## config.mk

```make
export PLATFORM = sky130hd
export DESIGN_NAME = rtc_time_setter
export DESIGN_NICKNAME = d
export VERILOG_FILES = /design/src/rtl/rtc_pkg.sv /design/src/rtl/bcd2_wrap_inc.sv /design/src/rtl/rtc_time_setter.sv
export SDC_FILE = /design/constraint.sdc
export NUM_CORES = 1
export LEC_CHECK = 0
export BUFFER_PORTS_ARGS = -buffer_cell sky130_fd_sc_hd__buf_2
export CORE_AREA = 2 2 82 84
export CTS_CLUSTER_SIZE = 8
export DETAILED_ROUTE_END_ITERATION = 8
export DIE_AREA = 0 0 84 86
export PLACE_DENSITY = 0.82
export SKIP_CTS_REPAIR_TIMING = 1
export SYNTH_ARGS = -nofsm -noshare
export SYNTH_HDL_FRONTEND = slang
export SYNTH_SLANG_ARGS = --single-unit
```

## constraint.sdc

```tcl
create_clock -name clk -period 5.25 [get_ports clk]
set_input_delay 1.3125 -clock clk [delete_from_list [all_inputs] [get_ports clk]]
set_output_delay 1.3125 -clock clk [all_outputs]
set_load 0.02 [all_outputs]
```

## src/rtl/rtc_pkg.sv

```systemverilog
// Shared types and constants for the RTC time-set controller.
package rtc_pkg;

  localparam int unsigned BCD_W = 4;
  localparam int unsigned FS_W  = 2;

  typedef logic [BCD_W-1:0] bcd_t;

  typedef enum logic [1:0] {
    ST_RUN,
    ST_SET_HR,
    ST_SET_MIN,
    ST_SET_SEC
  } rtc_set_state_t;

  // Six-digit BCD time as handed to the counter chain's load path
  typedef struct packed {
    bcd_t hr_m;
    bcd_t hr_l;
    bcd_t min_m;
    bcd_t min_l;
    bcd_t sec_m;
    bcd_t sec_l;
  } bcd_time_t;

  localparam bcd_t BCD_MAX  = 4'd9;
  localparam bcd_t HR_MAX_M = 4'd2;
  localparam bcd_t HR_MAX_L = 4'd3;
  localparam bcd_t MS_MAX_M = 4'd5;
  localparam bcd_t MS_MAX_L = 4'd9;

  localparam logic [FS_W-1:0] FS_NONE = 2'b00;
  localparam logic [FS_W-1:0] FS_HR   = 2'b01;
  localparam logic [FS_W-1:0] FS_MIN  = 2'b10;
  localparam logic [FS_W-1:0] FS_SEC  = 2'b11;

  function automatic logic [FS_W-1:0] state_to_fs(input rtc_set_state_t s);
    case (s)
      ST_SET_HR:  return FS_HR;
      ST_SET_MIN: return FS_MIN;
      ST_SET_SEC: return FS_SEC;
      default:    return FS_NONE;
    endcase
  endfunction

endpackage

```

## src/rtl/bcd2_wrap_inc.sv

```systemverilog
// Two-digit BCD increment with wrap to 00 at (max_m,max_l); any out-of-range
// input also lands on 00 so the digits are legal after one step.
module bcd2_wrap_inc
  import rtc_pkg::*;
(
  input  logic [3:0] i_msd,
  input  logic [3:0] i_lsd,
  input  logic [3:0] i_max_m,
  input  logic [3:0] i_max_l,
  output logic [3:0] o_msd,
  output logic [3:0] o_lsd
);

  logic w_wrap;

  always_comb begin
    w_wrap = (i_lsd > BCD_MAX) || (i_msd > i_max_m) ||
             ((i_msd == i_max_m) && (i_lsd >= i_max_l));
    o_msd  = i_msd;
    o_lsd  = i_lsd;
    if (w_wrap) begin
      o_msd = 4'd0;
      o_lsd = 4'd0;
    end else if (i_lsd == BCD_MAX) begin
      o_msd = i_msd + 4'd1;
      o_lsd = 4'd0;
    end else begin
      o_lsd = i_lsd + 4'd1;
    end
  end

endmodule

```

## src/rtl/rtc_time_setter.sv

```systemverilog
// Two-button time-set controller feeding the RTC parallel-load path.
// Optional build macro AUTO_REPEAT_EN adds hold-to-repeat on the inc button.
module rtc_time_setter
  import rtc_pkg::*;
#(
  parameter int unsigned TIMEOUT    = 32'd600_000_000
`ifdef AUTO_REPEAT_EN
  ,
  parameter int unsigned REPEAT_DLY = 32'd50_000_000,
  parameter int unsigned REPEAT_PER = 32'd10_000_000
`endif
) (
  input  logic       clk,
  input  logic       rst,
  input  logic       mode_btn,
  input  logic       inc_btn,
  input  logic [3:0] cur_hrm,
  input  logic [3:0] cur_hrl,
  input  logic [3:0] cur_minm,
  input  logic [3:0] cur_minl,
  input  logic [3:0] cur_secm,
  input  logic [3:0] cur_secl,
  output logic [3:0] set_hrm,
  output logic [3:0] set_hrl,
  output logic [3:0] set_minm,
  output logic [3:0] set_minl,
  output logic [3:0] set_secm,
  output logic [3:0] set_secl,
  output logic       load,
  output logic       setting,
  output logic [1:0] field_sel
);

  localparam int unsigned     CNT_W     = 32;
  localparam logic [CNT_W-1:0] IDLE_LAST = CNT_W'(TIMEOUT - 1);

  rtc_set_state_t    r_state, w_state_next;
  bcd_time_t         r_set, w_set_next, w_cur;
  logic              r_load, w_load_next;
  logic              r_setting;
  logic [FS_W-1:0]   r_field_sel;
  logic [CNT_W-1:0]  r_idle, w_idle_next;
  logic              r_mode_q, r_inc_q;
  logic              w_mode_press, w_inc_raw, w_inc_press, w_rpt_fire, w_inc_step;
  bcd_t              w_hr_m, w_hr_l, w_min_m, w_min_l, w_sec_m, w_sec_l;

  assign w_cur        = {cur_hrm, cur_hrl, cur_minm, cur_minl, cur_secm, cur_secl};
  assign w_mode_press = mode_btn & ~r_mode_q;
  assign w_inc_raw    = inc_btn & ~r_inc_q;
  // Mode wins a same-cycle collision; the inc press is dropped
  assign w_inc_press  = w_inc_raw & ~w_mode_press;
  assign w_inc_step   = w_inc_press | w_rpt_fire;

  bcd2_wrap_inc u_hr_inc (
    .i_msd(r_set.hr_m), .i_lsd(r_set.hr_l), .i_max_m(HR_MAX_M), .i_max_l(HR_MAX_L),
    .o_msd(w_hr_m), .o_lsd(w_hr_l)
  );

  bcd2_wrap_inc u_min_inc (
    .i_msd(r_set.min_m), .i_lsd(r_set.min_l), .i_max_m(MS_MAX_M), .i_max_l(MS_MAX_L),
    .o_msd(w_min_m), .o_lsd(w_min_l)
  );

  bcd2_wrap_inc u_sec_inc (
    .i_msd(r_set.sec_m), .i_lsd(r_set.sec_l), .i_max_m(MS_MAX_M), .i_max_l(MS_MAX_L),
    .o_msd(w_sec_m), .o_lsd(w_sec_l)
  );

`ifdef AUTO_REPEAT_EN
  localparam logic [CNT_W-1:0] RPT_DLY = CNT_W'(REPEAT_DLY);
  localparam logic [CNT_W-1:0] RPT_PER = CNT_W'(REPEAT_PER);

  logic [CNT_W-1:0] r_hold, w_hold_next;
  logic             r_rpt_on, w_rpt_on_next;

  // Hold counter: 0 = idle, otherwise cycles since the press or last repeat
  always_comb begin
    w_hold_next   = r_hold;
    w_rpt_on_next = r_rpt_on;
    w_rpt_fire    = 1'b0;
    if ((r_state == ST_RUN) || !inc_btn || w_mode_press) begin
      w_hold_next   = '0;
      w_rpt_on_next = 1'b0;
    end else if (w_inc_press) begin
      w_hold_next   = CNT_W'(1);
      w_rpt_on_next = 1'b0;
    end else if (r_hold != '0) begin
      if (r_hold == (r_rpt_on ? RPT_PER : RPT_DLY)) begin
        w_rpt_fire    = 1'b1;
        w_rpt_on_next = 1'b1;
        w_hold_next   = CNT_W'(1);
      end else begin
        w_hold_next = r_hold + CNT_W'(1);
      end
    end
  end

  always_ff @(posedge clk or negedge rst) begin
    if (!rst) begin
      r_hold   <= '0;
      r_rpt_on <= 1'b0;
    end else begin
      r_hold   <= w_hold_next;
      r_rpt_on <= w_rpt_on_next;
    end
  end
`else
  assign w_rpt_fire = 1'b0;
`endif

  always_comb begin
    w_state_next = r_state;
    w_set_next   = r_set;
    w_load_next  = 1'b0;
    w_idle_next  = '0;
    case (r_state)
      ST_RUN: begin
        if (w_mode_press) begin
          w_set_next   = w_cur;
          w_state_next = ST_SET_HR;
        end
      end
      ST_SET_HR: begin
        if (w_mode_press) begin
          w_state_next = ST_SET_MIN;
        end else if (w_inc_step) begin
          w_set_next.hr_m = w_hr_m;
          w_set_next.hr_l = w_hr_l;
        end
      end
      ST_SET_MIN: begin
        if (w_mode_press) begin
          w_state_next = ST_SET_SEC;
        end else if (w_inc_step) begin
          w_set_next.min_m = w_min_m;
          w_set_next.min_l = w_min_l;
        end
      end
      ST_SET_SEC: begin
        if (w_mode_press) begin
          w_load_next  = 1'b1;
          w_state_next = ST_RUN;
        end else if (w_inc_step) begin
          w_set_next.sec_m = w_sec_m;
          w_set_next.sec_l = w_sec_l;
        end
      end
      default: w_state_next = ST_RUN;
    endcase
    // Inactivity abort: back to RUN without a load, edits kept on set_*
    if (r_state != ST_RUN) begin
      if (w_mode_press || w_inc_raw || w_rpt_fire) begin
        w_idle_next = '0;
      end else if (r_idle == IDLE_LAST) begin
        w_state_next = ST_RUN;
      end else begin
        w_idle_next = r_idle + CNT_W'(1);
      end
    end
  end

  always_ff @(posedge clk or negedge rst) begin
    if (!rst) begin
      r_state     <= ST_RUN;
      r_set       <= '0;
      r_load      <= 1'b0;
      r_setting   <= 1'b0;
      r_field_sel <= FS_NONE;
      r_idle      <= '0;
      r_mode_q    <= 1'b1;
      r_inc_q     <= 1'b1;
    end else begin
      r_state     <= w_state_next;
      r_set       <= w_set_next;
      r_load      <= w_load_next;
      r_setting   <= (w_state_next != ST_RUN);
      r_field_sel <= state_to_fs(w_state_next);
      r_idle      <= w_idle_next;
      r_mode_q    <= mode_btn;
      r_inc_q     <= inc_btn;
    end
  end

  assign set_hrm   = r_set.hr_m;
  assign set_hrl   = r_set.hr_l;
  assign set_minm  = r_set.min_m;
  assign set_minl  = r_set.min_l;
  assign set_secm  = r_set.sec_m;
  assign set_secl  = r_set.sec_l;
  assign load      = r_load;
  assign setting   = r_setting;
  assign field_sel = r_field_sel;

endmodule

```

==> flow_metrics.py <==
metrics = {
    "logic_synthesis": {
        "synth_area_leaders": "dfrtp_1 41%, xor2_1 5.0%, nor2_1 4.9%, ha_1 4.8%, inv_1 2.7%",
        "synth_top_area_share_pct": 41.5,
        "ys_warn_count": 0,
        "syn-instance-count": 398,
        "synth-main-ff-cell": "dfrtp_1",
        "synthArstFlopShare_pct": 100,
        "synth.avg_cell_area_um2": 9.24,
        "synth_area_mm2": 0.00368,
        "synth_top_area_cell": "dfrtp_1",
        "synth_seq_cells": 63,
        "synth-edff-count": 0,
        "ys_types": 62,
        "syn-num-nets": 440,
        "seq_area_frac_synth_pct": 42.9,
    },
    "sta": {
        "period_needed_ns": 2.80,
        "timing.final.crit_share_pct": 53.3,
        "max-slew-margin-rel_pct": 34.1,
        "maxClockFrequency_ghz": 0.357,
        "worstMarginPinSlew_ns": 0.988,
        "rsz0062_at_grt": "false",
        "hold_viol": 0,
        "finalMaxSlewViolations": 0,
        "finalSetupViolCount": 0,
        "finClkSkew_ns": 0.00750,
        "setup_tns_ns": 0,
    },
    "floorplanning": {
        "fp.dieW_um": 84,
        "core_mm2": 0.00628,
        "die_area_mm2": 0.00722,
        "start_util_pct": 58.6,
        "std_cell_rows": 29,
        "io_pins": 56,
        "die_y_um": 86,
    },
    "clock_network": {
        "cts-buffers-inserted": 9,
        "cts_buffer_depth": 2,
        "cts_num_sinks": 63,
        "htreeDepth": 3,
        "path_clk_slew_ns": 0.07,
        "clk_latency_ns": 0.34,
        "cts-root-buf": "clkbuf_8",
        "cts_tree": "yes",
    },
    "critical_path": {
        "arrival_ns": 3.06,
        "cpPeakStageDelay_ns": 0.66,
        "crit_fanout": 12,
        "cp_slowest_cell": "a21oi_1",
        "worstSetupStartpointType": "primary input",
        "cp_cell_sequence": "buf_2, nor2b_1, nor3_1, a21oi_1, or2_1, mux2i_1",
        "path_buf_inv": 1,
        "end_kind": "flip-flop",
        "cp_top_family": "simple AND/OR/NAND/NOR gates",
        "critPathKind": "primary input to flip-flop",
        "cp_data_required_time_ns": 5.51,
    },
    "min_path": {
        "hold_class": "flip-flop to flip-flop",
    },
    "detailed_routing": {
        "viasPerCell": 5.83,
        "wirelength_um": 7890,
        "ant_nets": 0,
        "drt_iter0_markers": 153,
        "dr.pass1.iters": 4,
        "routedWlPerCell_um": 14.8,
        "drc": 0,
        "route.vias.total": 3107,
    },
    "global_routing": {
        "antenna_found_initial": 0,
        "grt_pass1_vias": 2942,
        "overflow": 0,
        "grtUsageTotal_pct": 22.8,
        "grt_max_degree": 64,
        "grt_pass1_wl_um": 13300,
    },
    "power": {
        "powerDensity_mw_per_mm2": 465,
        "p_leak_nw": 1.96,
        "vdd_ir_drop_max_mv": 0.279,
    },
    "layout": {
        "layoutNonFillerInstCount": 533,
        "area_growth_pct": 14.3,
        "drive_above_1_share_pct": 18.2,
        "final_util_pct": 67.0,
        "layout_common_cells": "61 x dfrtp_1, 55 x buf_2, 48 x nor2_1, 26 x inv_1, 26 x nand2_1",
        "final_common_cell": "dfrtp_1",
        "finalNetCount": 493,
        "n_antenna_cell": 0,
    },
    "placed_design": {
        "io_buffers": 55,
        "dp.cells": 517,
        "place_congestion": 0.865,
        "hpwl_um": 5380,
    },
    "run_status": {
        "outcome": "completed",
    },
    "flow_run": {
        "maxCapViolCount": 0,
    },
}
## flip-flops by register name, summed over array words and instances, names as in the netlist
signal     flops
r_idle        32
set_minl       4
set_secl       4
set_minm       4
field_sel      2
set_hrm        4
set_secm       4
r_inc_q        1
load           1
r_state        1
setting        1
r_mode_q       1
set_hrl        4
## through the flow
stage / power, mW / hold WS [ns] / setup WS (ns) / area (um2)
after global placement: 1.46 / 0.472 / 2.18 / 3990
after global routing: 2.09 / 0.524 / 2.24 / 4200
after detailed placement: 1.49 / 0.479 / 2.11 / 3990
after CTS: 1.97 / 0.492 / 2.48 / 4200
after floorplan: 1.27 / 0.452 / 2.64 / 3680
final: 1.95 / 0.489 / 2.45 / 4200
## worst reg2reg max path, delay by kind of cell (launching register included)
kind | cells | cell delay (ns)
AOI/OAI and AO/OA | 1 | 0.27
and+or+nand+nor | 2 | 0.75
DFF | 1 | 0.44
buffers and inverters | 2 | 0.18
muxes | 1 | 0.35
adders and majority gates | 1 | 0.45
## routing by layer
layer	up-vias	GRT usage (%)	part of all wire (%)
met5	-	0	0
met4	0	6.89	1.0
li1	1528	-	-
met2	86	37.5	49
met3	9	5.97	5.2
met1	1484	30.0	45
## path summary, 6_finish.rpt
path,startpoint,end,slack [ns],depth (start not counted)
worst min-delay path,r_idle[0],r_idle[0],0.49,1
worst min register to register,r_idle[0],r_idle[0],0.49,1
min in group asynchronous,rst,set_minm[3],1.14,2
worst max register to register,r_state[1],set_hrm[0],2.71,7
max in group asynchronous,rst,set_secm[1],3.58,2
worst max-delay path,mode_btn,set_minm[0],2.45,6
## cell type report
type | count | area [um2]
Fill cell | 506 | 2070
Multi-Input combinational cell | 294 | 1930
Sequential cell | 63 | 1580
Timing Repair Buffer | 56 | 283
Clock buffer | 12 | 145
Inverter | 27 | 101
Tap cell | 77 | 96.3
Clock inverter | 4 | 70.1
## cell usage after synthesis, types with 9 or more instances
cell	n
o21ai_0	15
nor3_1	13
and3_1	9
xor2_1	21
nor2_1	48
a21oi_1	16
ha_1	14
nand2_1	26
dfrtp_1	61
inv_1	26
nand3_1	16
nand4_1	11
## cells by family (layout without fill, tap and decap cells)
family          after synthesis  after routing  synth area share, %
simple gates                168            168                 24.9
xor+xnor                     27             27                 6.43
compound gates               80             80                 14.9
buf+inv                      41             99                 4.66
flops                        63             63                 42.9
fa+ha+maj                    14             14                 4.76
mux                           5              5                 1.46
## where the power goes
group | switching, mW | internal [mW] | leakage, nW | total (mW)
sequential | 0.145 | 0.593 | 0.823 | 0.738
combinational | 0.465 | 0.285 | 1.02 | 0.750
clock | 0.186 | 0.279 | 0.110 | 0.465
(Power assumes the default switching activity.)
